<file path="src/rtl/digitalclock_alarm_pkg.sv">
// Shared defaults, ring state type and width helper for the digitalclock_alarm clock.
package digitalclock_alarm_pkg;

    localparam int DEF_TICK_DIV    = 1;
    localparam int DEF_SEC_PER_MIN = 60;
    localparam int DEF_MIN_PER_HR  = 60;
    localparam int DEF_HR_PER_DAY  = 24;
    localparam int DEF_RING_SECS   = 30;

    typedef enum logic {
        RING_IDLE   = 1'b0,
        RING_ACTIVE = 1'b1
    } ring_state_e;

    // Counter width for values 0..n-1, never narrower than one bit.
    function automatic int cnt_width(input int n);
        return (n > 1) ? $clog2(n) : 1;
    endfunction

endpackage

</file>
<file path="src/rtl/digitalclock_alarm_mod_counter.sv">
// Modulo-M counter with enable, synchronous load (out-of-range loads become 0),
// carry-out on wrap and a look-ahead of the value it will hold after the next edge.
module digitalclock_alarm_mod_counter #(
    parameter int M = 60,
    parameter int W = 6
) (
    input  logic         Clk,
    input  logic         reset_n,
    input  logic         en,
    input  logic         ld,
    input  logic [W-1:0] ld_val,
    output logic [W-1:0] cnt,
    output logic [W-1:0] cnt_nxt,
    output logic         carry
);

    logic at_max;
    logic ld_oor;

    assign at_max = (cnt == W'(M - 1));
    assign ld_oor = ({1'b0, ld_val} >= (W + 1)'(M));
    assign carry  = en && !ld && at_max;

    always_comb begin
        cnt_nxt = cnt;
        if (ld) begin
            cnt_nxt = ld_oor ? '0 : ld_val;
        end else if (en) begin
            cnt_nxt = at_max ? '0 : cnt + W'(1);
        end
    end

    always_ff @(posedge Clk or negedge reset_n) begin
        if (!reset_n) begin
            cnt <= '0;
        end else begin
            cnt <= cnt_nxt;
        end
    end

endmodule

</file>
<file path="src/rtl/digitalclock_alarm.sv">
// Time-of-day clock with tick prescaler, run/stop, time load, alarm with ack and
// auto-timeout, day-wrap pulse and a 12/24 h display view.
//
//   state       | meaning
//   RING_IDLE   | alarm_ring low, waiting for a match
//   RING_ACTIVE | alarm_ring high, ring_timer counts remaining ticks down to 0
module digitalclock_alarm
    import digitalclock_alarm_pkg::*;
#(
    parameter int TICK_DIV    = DEF_TICK_DIV,
    parameter int SEC_PER_MIN = DEF_SEC_PER_MIN,
    parameter int MIN_PER_HR  = DEF_MIN_PER_HR,
    parameter int HR_PER_DAY  = DEF_HR_PER_DAY,
    parameter int RING_SECS   = DEF_RING_SECS,
    parameter int SW          = cnt_width(SEC_PER_MIN),
    parameter int MW          = cnt_width(MIN_PER_HR),
    parameter int HW          = cnt_width(HR_PER_DAY)
) (
    input  logic          Clk,
    input  logic          reset_n,
    input  logic          run,
    input  logic          load,
    input  logic [SW-1:0] load_sec,
    input  logic [MW-1:0] load_min,
    input  logic [HW-1:0] load_hr,
    input  logic          alarm_set,
    input  logic [MW-1:0] alarm_min,
    input  logic [HW-1:0] alarm_hr,
    input  logic          alarm_en,
    input  logic          alarm_ack,
    input  logic          mode_12h,
    output logic [SW-1:0] seconds,
    output logic [MW-1:0] minutes,
    output logic [HW-1:0] hours,
    output logic [HW-1:0] hours_disp,
    output logic          pm,
    output logic          tick,
    output logic          day_wrap,
    output logic          alarm_ring
);

    localparam int PW  = cnt_width(TICK_DIV);
    localparam int RTW = cnt_width(RING_SECS);

    logic [PW-1:0]  pre_cnt;
    logic           advance;
    logic           step;
    logic [SW-1:0]  sec_nxt;
    logic [MW-1:0]  min_nxt;
    logic [HW-1:0]  hr_nxt;
    logic           sec_carry;
    logic           min_carry;
    logic           hr_carry;
    logic [MW-1:0]  alarm_min_r;
    logic [HW-1:0]  alarm_hr_r;
    logic           match;
    ring_state_e    ring_st;
    ring_state_e    ring_st_nxt;
    logic [RTW-1:0] ring_timer;
    logic [RTW-1:0] ring_timer_nxt;

    assign advance = run && (pre_cnt == PW'(TICK_DIV - 1));
    assign step    = advance && !load;

    always_ff @(posedge Clk or negedge reset_n) begin
        if (!reset_n) begin
            pre_cnt <= '0;
        end else if (load) begin
            pre_cnt <= '0;
        end else if (run) begin
            pre_cnt <= advance ? '0 : pre_cnt + PW'(1);
        end
    end

    digitalclock_alarm_mod_counter #(.M(SEC_PER_MIN), .W(SW)) u_sec (
        .Clk(Clk), .reset_n(reset_n), .en(step), .ld(load), .ld_val(load_sec),
        .cnt(seconds), .cnt_nxt(sec_nxt), .carry(sec_carry)
    );

    digitalclock_alarm_mod_counter #(.M(MIN_PER_HR), .W(MW)) u_min (
        .Clk(Clk), .reset_n(reset_n), .en(sec_carry), .ld(load), .ld_val(load_min),
        .cnt(minutes), .cnt_nxt(min_nxt), .carry(min_carry)
    );

    digitalclock_alarm_mod_counter #(.M(HR_PER_DAY), .W(HW)) u_hr (
        .Clk(Clk), .reset_n(reset_n), .en(min_carry), .ld(load), .ld_val(load_hr),
        .cnt(hours), .cnt_nxt(hr_nxt), .carry(hr_carry)
    );

    always_ff @(posedge Clk or negedge reset_n) begin
        if (!reset_n) begin
            tick        <= 1'b0;
            day_wrap    <= 1'b0;
            alarm_min_r <= '0;
            alarm_hr_r  <= '0;
        end else begin
            tick     <= step;
            day_wrap <= hr_carry;
            if (alarm_set) begin
                alarm_min_r <= ({1'b0, alarm_min} >= (MW + 1)'(MIN_PER_HR)) ? '0 : alarm_min;
                alarm_hr_r  <= ({1'b0, alarm_hr} >= (HW + 1)'(HR_PER_DAY)) ? '0 : alarm_hr;
            end
        end
    end

    // Compare against the time about to become visible so the ring rises with it.
    assign match = step && alarm_en && (sec_nxt == '0)
                   && (min_nxt == alarm_min_r) && (hr_nxt == alarm_hr_r);

    always_ff @(posedge Clk or negedge reset_n) begin
        if (!reset_n) begin
            ring_st    <= RING_IDLE;
            ring_timer <= '0;
        end else begin
            ring_st    <= ring_st_nxt;
            ring_timer <= ring_timer_nxt;
        end
    end

    always_comb begin
        ring_st_nxt    = ring_st;
        ring_timer_nxt = ring_timer;
        if (match) begin
            ring_st_nxt    = RING_ACTIVE;
            ring_timer_nxt = RTW'(RING_SECS - 1);
        end else if (ring_st == RING_ACTIVE) begin
            if (alarm_ack || !alarm_en) begin
                ring_st_nxt = RING_IDLE;
            end else if (step) begin
                if (ring_timer == '0) begin
                    ring_st_nxt = RING_IDLE;
                end else begin
                    ring_timer_nxt = ring_timer - RTW'(1);
                end
            end
        end
    end

    assign alarm_ring = (ring_st == RING_ACTIVE);

    always_comb begin
        hours_disp = hours;
        if (mode_12h && (HR_PER_DAY == 24)) begin
            if (hours == '0) begin
                hours_disp = HW'(12);
            end else if (hours > HW'(12)) begin
                hours_disp = hours - HW'(12);
            end
        end
    end

    assign pm = (32'(hours) >= 32'd12);

endmodule

</file>
<file path="config.mk">
export PLATFORM = sky130hd
export DESIGN_NAME = digitalclock_alarm
export DESIGN_NICKNAME = d
export VERILOG_FILES = /design/src/rtl/digitalclock_alarm_pkg.sv /design/src/rtl/digitalclock_alarm_mod_counter.sv /design/src/rtl/digitalclock_alarm.sv
export SDC_FILE = /design/constraint.sdc
export NUM_CORES = 1
export LEC_CHECK = 0
export ABC_CLOCK_PERIOD_IN_PS = 3110
export BUFFER_PORTS_ARGS = -buffer_cell sky130_fd_sc_hd__buf_4
export CORE_MARGIN = 2
export CORE_UTILIZATION = 44
export DETAILED_ROUTE_END_ITERATION = 10
export PLACE_DENSITY = 0.78
export SYNTH_ARGS = -nofsm -noshare
export SYNTH_HDL_FRONTEND = slang
export SYNTH_SLANG_ARGS = --single-unit
</file>
<file path="constraint.sdc">
create_clock -name Clk -period 3.11 [get_ports Clk]
set_input_delay 0.622 -clock Clk [delete_from_list [all_inputs] [get_ports Clk]]
set_output_delay 0.622 -clock Clk [all_outputs]
set_load 0.02 [all_outputs]
</file>
# Yosys cells after proc, flatten, opt, wreduce, memory -nomap -nowiden
# Cells that the tools add are included.
totals:
  out_inout_bits: 26
  mem_count: 0
  mem_bits_rw: 0
  ff_bits: 37
  elab_cells: 83
  romBits: 0
  latchBits: 0
  input_bits: 36
op_classes:
  shift: 0
  eq_ne: 7
  magnitude_cmp: 7
  bitwise: 1
  n_mux: 30
  n_mul: 0
  add_sub_neg: 6
  div: 0
  reduce_logical: 22
ops:
  columns: ["operator", "n"]
  rows:
  - ["two-way mux 5 bit", 13]
  - ["two-way mux 6 bit", 9]
  - [">= comparator 6 bit (second input constant)", 3]
  - ["adder 6 x 1 -> 6 bit (second input constant)", 2]
  - ["== test 6 bit (second input constant)", 2]
  - ["logical AND 1 bit", 12]
  - [">= comparator 5 bit (second input constant)", 2]
  - ["zero test 5 bit", 2]
  - ["two-way mux 1 bit", 8]
  - ["== test 6 bit", 1]
  - ["zero test 6 bit", 1]
  - ["nonzero test 2 bit", 3]
  - ["adder 5 x 1 -> 5 bit (second input constant)", 1]
  - ["== test 5 bit", 1]
  - ["== test 5 bit (second input constant)", 1]
  - [">= comparator 5 x 4 -> 1 bit (second input constant)", 1]
  - ["> comparator 5 x 4 -> 1 bit (second input constant)", 1]
  - ["subtractor 5 x 1 -> 5 bit (second input constant)", 1]
  - ["subtractor 5 x 4 -> 5 bit (second input constant)", 1]
  - ["!= test 2 bit (second input constant)", 2]
  - ["AND reduction 4 bit", 1]
  - ["zero test 1 bit", 2]
  - ["adder 1 bit (second input constant)", 1]
  - ["logical OR 1 bit", 1]
  - ["inverter 1 bit", 1]

# Logic depth before layout (Yosys ltp)
depth:
  ltp_word: 13
  mapped_depth: 11
  mapped_depth_nobuf: 10

# Modules after synthesis
# From an unflattened synthesis, not the netlist that was laid out.
unflattened:
  cells_unflattened: 210
  hier_area_um2: 2137.0
modules_own_cells:
  columns: ["mod", "instances", "cells_per_inst", "seq_area_each_um2", "area_each_um2"]
  rows:
  - ["digitalclock_alarm", 1, 110, 500.5, 1088.5]
  - ["digitalclock_alarm_mod_counter (u_min ...)", 2, 36, 150.1, 379.1]
  - ["digitalclock_alarm_mod_counter (u_hr)", 1, 28, 125.1, 290.3]

# Least setup slack after synthesis
# No wires, ideal clock.
synth_path:
  path_type: "flip-flop to flip-flop"
  startpoint: "register u_sec.cnt[2]"
  endpoint: "register ring_timer[1]"
  required_time_ns: 2.990
  arrival_time_ns: 2.352
  setup_time_ns: 0.120
  path_stages_with_launch: 11
  n_path_buf: 2
  slack_ns: 0.637
  period_less_slack_ns: 2.473
  path_cell_list: "dfrtp_1 buf_2 and4b_1 buf_4 a211oi_1 a21oi_1 o21ai_1 or4_1 nor4_2 nand4_2 o211a_1"
synth_via:
  elab_chain_cells: 10
  word_cells_on_any_way: 24
  classes_between: "1 x add/sub; 5 x eq/ne; 8 x mux; 10 x reduce/logical"
synth_lines:
  columns: ["item", "line_no", "text"]
  rows:
  - ["from (decl)", "digitalclock_alarm_mod_counter.sv:12", "output logic [W-1:0] cnt,"]
  - ["from (signal assigned)", "digitalclock_alarm_mod_counter.sv:37", "cnt <= cnt_nxt;"]
  - ["== test 6 bit *", "digitalclock_alarm_mod_counter.sv:20", "assign at_max = (cnt == W'(M - 1));"]
  - ["two-way mux 6 bit *", "digitalclock_alarm_mod_counter.sv:29", "cnt_nxt = at_max ? '0 : cnt + W'(1);"]
  - ["two-way mux 6 bit *", "digitalclock_alarm_mod_counter.sv:28", "end else if (en) begin"]
  - ["two-way mux 6 bit *", "digitalclock_alarm_mod_counter.sv:26", "if (ld) begin"]
  - ["via sec_nxt[0]", "digitalclock_alarm.sv:48", "logic [SW-1:0] sec_nxt;"]
  - ["zero test 6 bit *", "digitalclock_alarm.sv:107", "assign match = step && alarm_en && (sec_nxt == '0)"]
  - ["logical AND 1 bit *", "digitalclock_alarm.sv:107", null]
  - ["logical AND 1 bit * (2 in series)", "digitalclock_alarm.sv:108", "&& (min_nxt == alarm_min_r) && (hr_nxt == alarm_hr_r);"]
  - ["!= test 2 bit (no source line) or nonzero test 2 bit (tied branches)", null, null]
  - ["AND reduction 4 bit (no source line)", null, null]
  - ["to (signal assigned)", "digitalclock_alarm.sv:116", "ring_timer <= ring_timer_nxt;"]
  - ["to (decl)", "digitalclock_alarm.sv:59", "logic [RTW-1:0] ring_timer;"]
# The timed path passes the listed nets; every way through them passes the cells marked *.
# A chain may end at the register's enable or synchronous reset.

# Worst setup path after layout
# Same ends and word-level chain as after synthesis.

==> results by group <==
CTS
  – Post-CTS setup buffer count: 0
  – TritonCTS Buffers: 5
  – Hold-fix buffers at CTS: 0
  – Cts repair resizes: 0
  – Clk Latency, worst-skew pair: 290 ps
  – Sink Count: 37
  – Master cell of the clock root buffer: clkbuf_8
  – Clock transition at the register clock pins on the worst setup and hold paths after CTS: 80 ps
  – Clock Path Buffers: 2
  – # H-tree levels: 2
  – TritonCTS clock tree: yes

Floorplanning
  – Ports: 62
  – Total number of placement rows: 27
  – Initial core utilization: 45.2%
  – Die Ht: 79.0 um
  – Overall die width: 79.0 um
  – Floorplan Core Area: 5470 um^2
  – DIE AREA: 6240 um^2

Logic synthesis
  – Cell type with the highest aggregate area in the netlist: dfrtp_1
  – Sequential element share of the synthesized area: 37.4%
  – Most common library cells after synthesis: 37 x dfrtp_1, 27 x nand2_1, 19 x o21ai_0
  – Yosys warning count: 0
  – Post-synthesis instance area: 2470 um^2
  – Top area cells in the synthesized netlist: dfrtp_1 37%, ha_1 4.6%, xnor2_1 4.2%, nand2_1 4.1%, o21ai_0 3.8%
  – Syn Area/Cell: 8.90 um^2
  – Syn Inst Count: 278
  – Most instantiated flip-flop cell in the synthesis netlist: dfrtp_1
  – Nets in the synthesized netlist: 323
  – Yosys reg bits: 37
  – Library cell with the highest instance count after synthesis: dfrtp_1
  – Post-synth ARST share: 100%
  – Count of flip-flops with a built-in enable after synthesis: 0
  – Top cell type's share of synthesized area: 37.4%
  – Number of different library cells in the post-synthesis netlist: 57

Timing
  – RSZ-0062 raised after global routing: false
  – Final hold vios: 0
  – Final critical-path share of the clock period: 91.1%
  – Least-Margin Pin Slew: 490 ps
  – Finish-stage setup viols: 0
  – Rel. slew slack: 66.9%
  – Clock period minus worst slack: 2830 ps
  – Peak clock frequency supported by timing: 353 MHz
  – Final-report max-slew violation count: 0
  – Setup skew after layout: 14.4 ps
  – Final total negative setup slack: 0 ps

Layout
  – Final standard cell utilization of the core: 56.0%
  – Number of filler instances in the final layout: 512
  – Number of diodes: 0
  – Number of nets in the layout: 382
  – Relative area change from synthesis to final layout: 24.0%
  – Fraction of final layout cells with drive strength greater than 1: 22.5%

Critical path
  – Data required time at the worst endpoint: 3280 ps
  – Category of the critical setup timing path: flip-flop to flip-flop
  – CP max stage cell: or4_1
  – Maximum net fanout on the critical path: 10
  – Worst flop-to-flop path startpoint: u_sec.cnt[2]$_DFF_PN0_
  – Worst reg2reg path endpoint: ring_timer[1]$_DFFE_PN0P_
  – List of cells traversed by the critical path: and4b_1 -> a211oi_1 -> a21oi_1 -> o21ai_1 -> or4_1 -> nor4_2 -> nand4_2 -> o211a_1
  – Largest incremental delay on the critical path: 560 ps
  – Crit path capture type: flip-flop
  – R2R cell count: 8
  – Critical path arrival: 3010 ps
  – Internal reg-to-reg setup slack: 280 ps
  – Kind of start point of the critical path: flip-flop

Global routing
  – Grt total ovfl: 0
  – Number of global-route vias before repair: 2171
  – Overall track demand over capacity in global routing: 20.8%
  – Wire length of the first global-routing pass: 10.2 mm
  – Largest net degree at the start of global routing: 38
  – Initial antenna violation count: 0

Drt
  – DRC viols: 0
  – Pre-antenna DRT Iters: 4
  – DR iter-0 viols: 205
  – Number of vias per cell after detailed routing: 5.65
  – Number of vias in the routed layout: 2318
  – Routed length per instance: 15.0 um
  – Remaining number of nets flagged by the antenna check after routing: 0
  – Total wire length: 6.17 mm

Place
  – Dpl hpwl: 4.83 mm
  – Number of buffers inserted by port buffering: 61
  – RePlAce Congestion: 0.879

Pwr
  – Power, Total: 1.24 mW
  – Static power due to leakage: 1.43 nW
  – Peak VDD IR: 0.272 mV
  – Power per Cell Area: 406 nW/um^2

Run
  – Max-cap check violation count: 0

Outcome
  – Outcome: completed

Worst hold path
  – HP Class: input pin to asynchronous set/reset pin
## sequential cells by signal (all words and copies together) (netlist names)
signal / count
alarm_hr_r: 5
alarm_min_r: 6
alarm_ring: 1
day_wrap: 1
pre_cnt: 1
ring_timer: 5
tick: 1
u_hr.cnt: 5
u_min.cnt: 6
u_sec.cnt: 6
## logic make-up after synthesis
group,Yosys count,share of synthesized area (%)
mux,7,2.83
flops,37,37.4
xor+xnor,17,6.02
compound gates,75,19.7
buf+inv,27,4.60
simple gates,106,24.9
fa+ha+maj,9,4.55
## worst max-delay path by stage
stage	startpoint	end	slack, ps	cells past startpoint
2_1_floorplan	run	ring_timer[1]$_DFFE_PN0P_	640	9
3_3_place_gp	load	ring_timer[1]$_DFFE_PN0P_	190	9
3_5_place_dp	load	ring_timer[1]$_DFFE_PN0P_	140	9
4_1_cts	u_sec.cnt[2]$_DFF_PN0_	ring_timer[1]$_DFFE_PN0P_	280	8
5_1_grt	u_sec.cnt[0]$_DFF_PN0_	ring_timer[1]$_DFFE_PN0P_	120	8
6_report	u_sec.cnt[2]$_DFF_PN0_	ring_timer[1]$_DFFE_PN0P_	280	8
## layout make-up
| class | count | area (um^2) | share of cell area [%] |
|---|---|---|---|
| multi-input cells | 214 | 1430 | 46.8 |
| flip-flops and latches | 37 | 926 | 30.2 |
| repair buffers | 63 | 473 | 15.4 |
| well taps | 72 | 90.1 | 2.94 |
| clock buffers | 7 | 76.3 | 2.49 |
| inverters | 16 | 60.1 | 1.96 |
| clock inverters | 1 | 7.51 | 0.245 |
## power breakdown
| group | internal, mW | switching [mW] |
|---|---|---|
| logic | 0.160 | 0.188 |
| registers | 0.518 | 0.0566 |
| clock network | 0.159 | 0.165 |
| total | 0.836 | 0.409 |
## routing by layer
| metal | vias to the layer above | share of wire, % | global-route usage [%] |
|---|---|---|---|
| met3 | 4 | 6.5 | 5.11 |
| met2 | 74 | 48 | 32.5 |
| met4 | 0 | 0.71 | 4.66 |
| met1 | 1103 | 45 | 29.4 |
| li1 | 1137 | - | - |
| met5 | - | 0 | 0 |
## cells in the final DEF (no fill, tap or decap), drive strengths merged, types with 6 or more instances in the layout
cell type and count:
nand3b 7, clkbuf 7, nand2 27, xnor2 12, and3 6, a21oi 14
nor3 10, buf 63, mux2i 7, dfrtp 37, nand3 15, inv 16
a22o 6, ha 9, nor2 11, o21ai 24
## per-stage QoR
step                      hold slack (ps)  worst slack [ps]  cell area, um^2  instances
after CTS                             304               280             3070        410
after global placement                507               190             2980        402
after floorplan                       326               637             2470        278
after detailed placement              507               139             2980        402
final                                 293               277             3070        410
after global routing                  322               120             3070        410
## worst max-delay path: cells and delay by family (launching register included)
family           cells  cell delay (ps)
AND/OR/NAND/NOR      4             1690
flip-flops           1              500
AO/OA/AOI/OAI        4              530
Power figures use the tool's default switching activity.
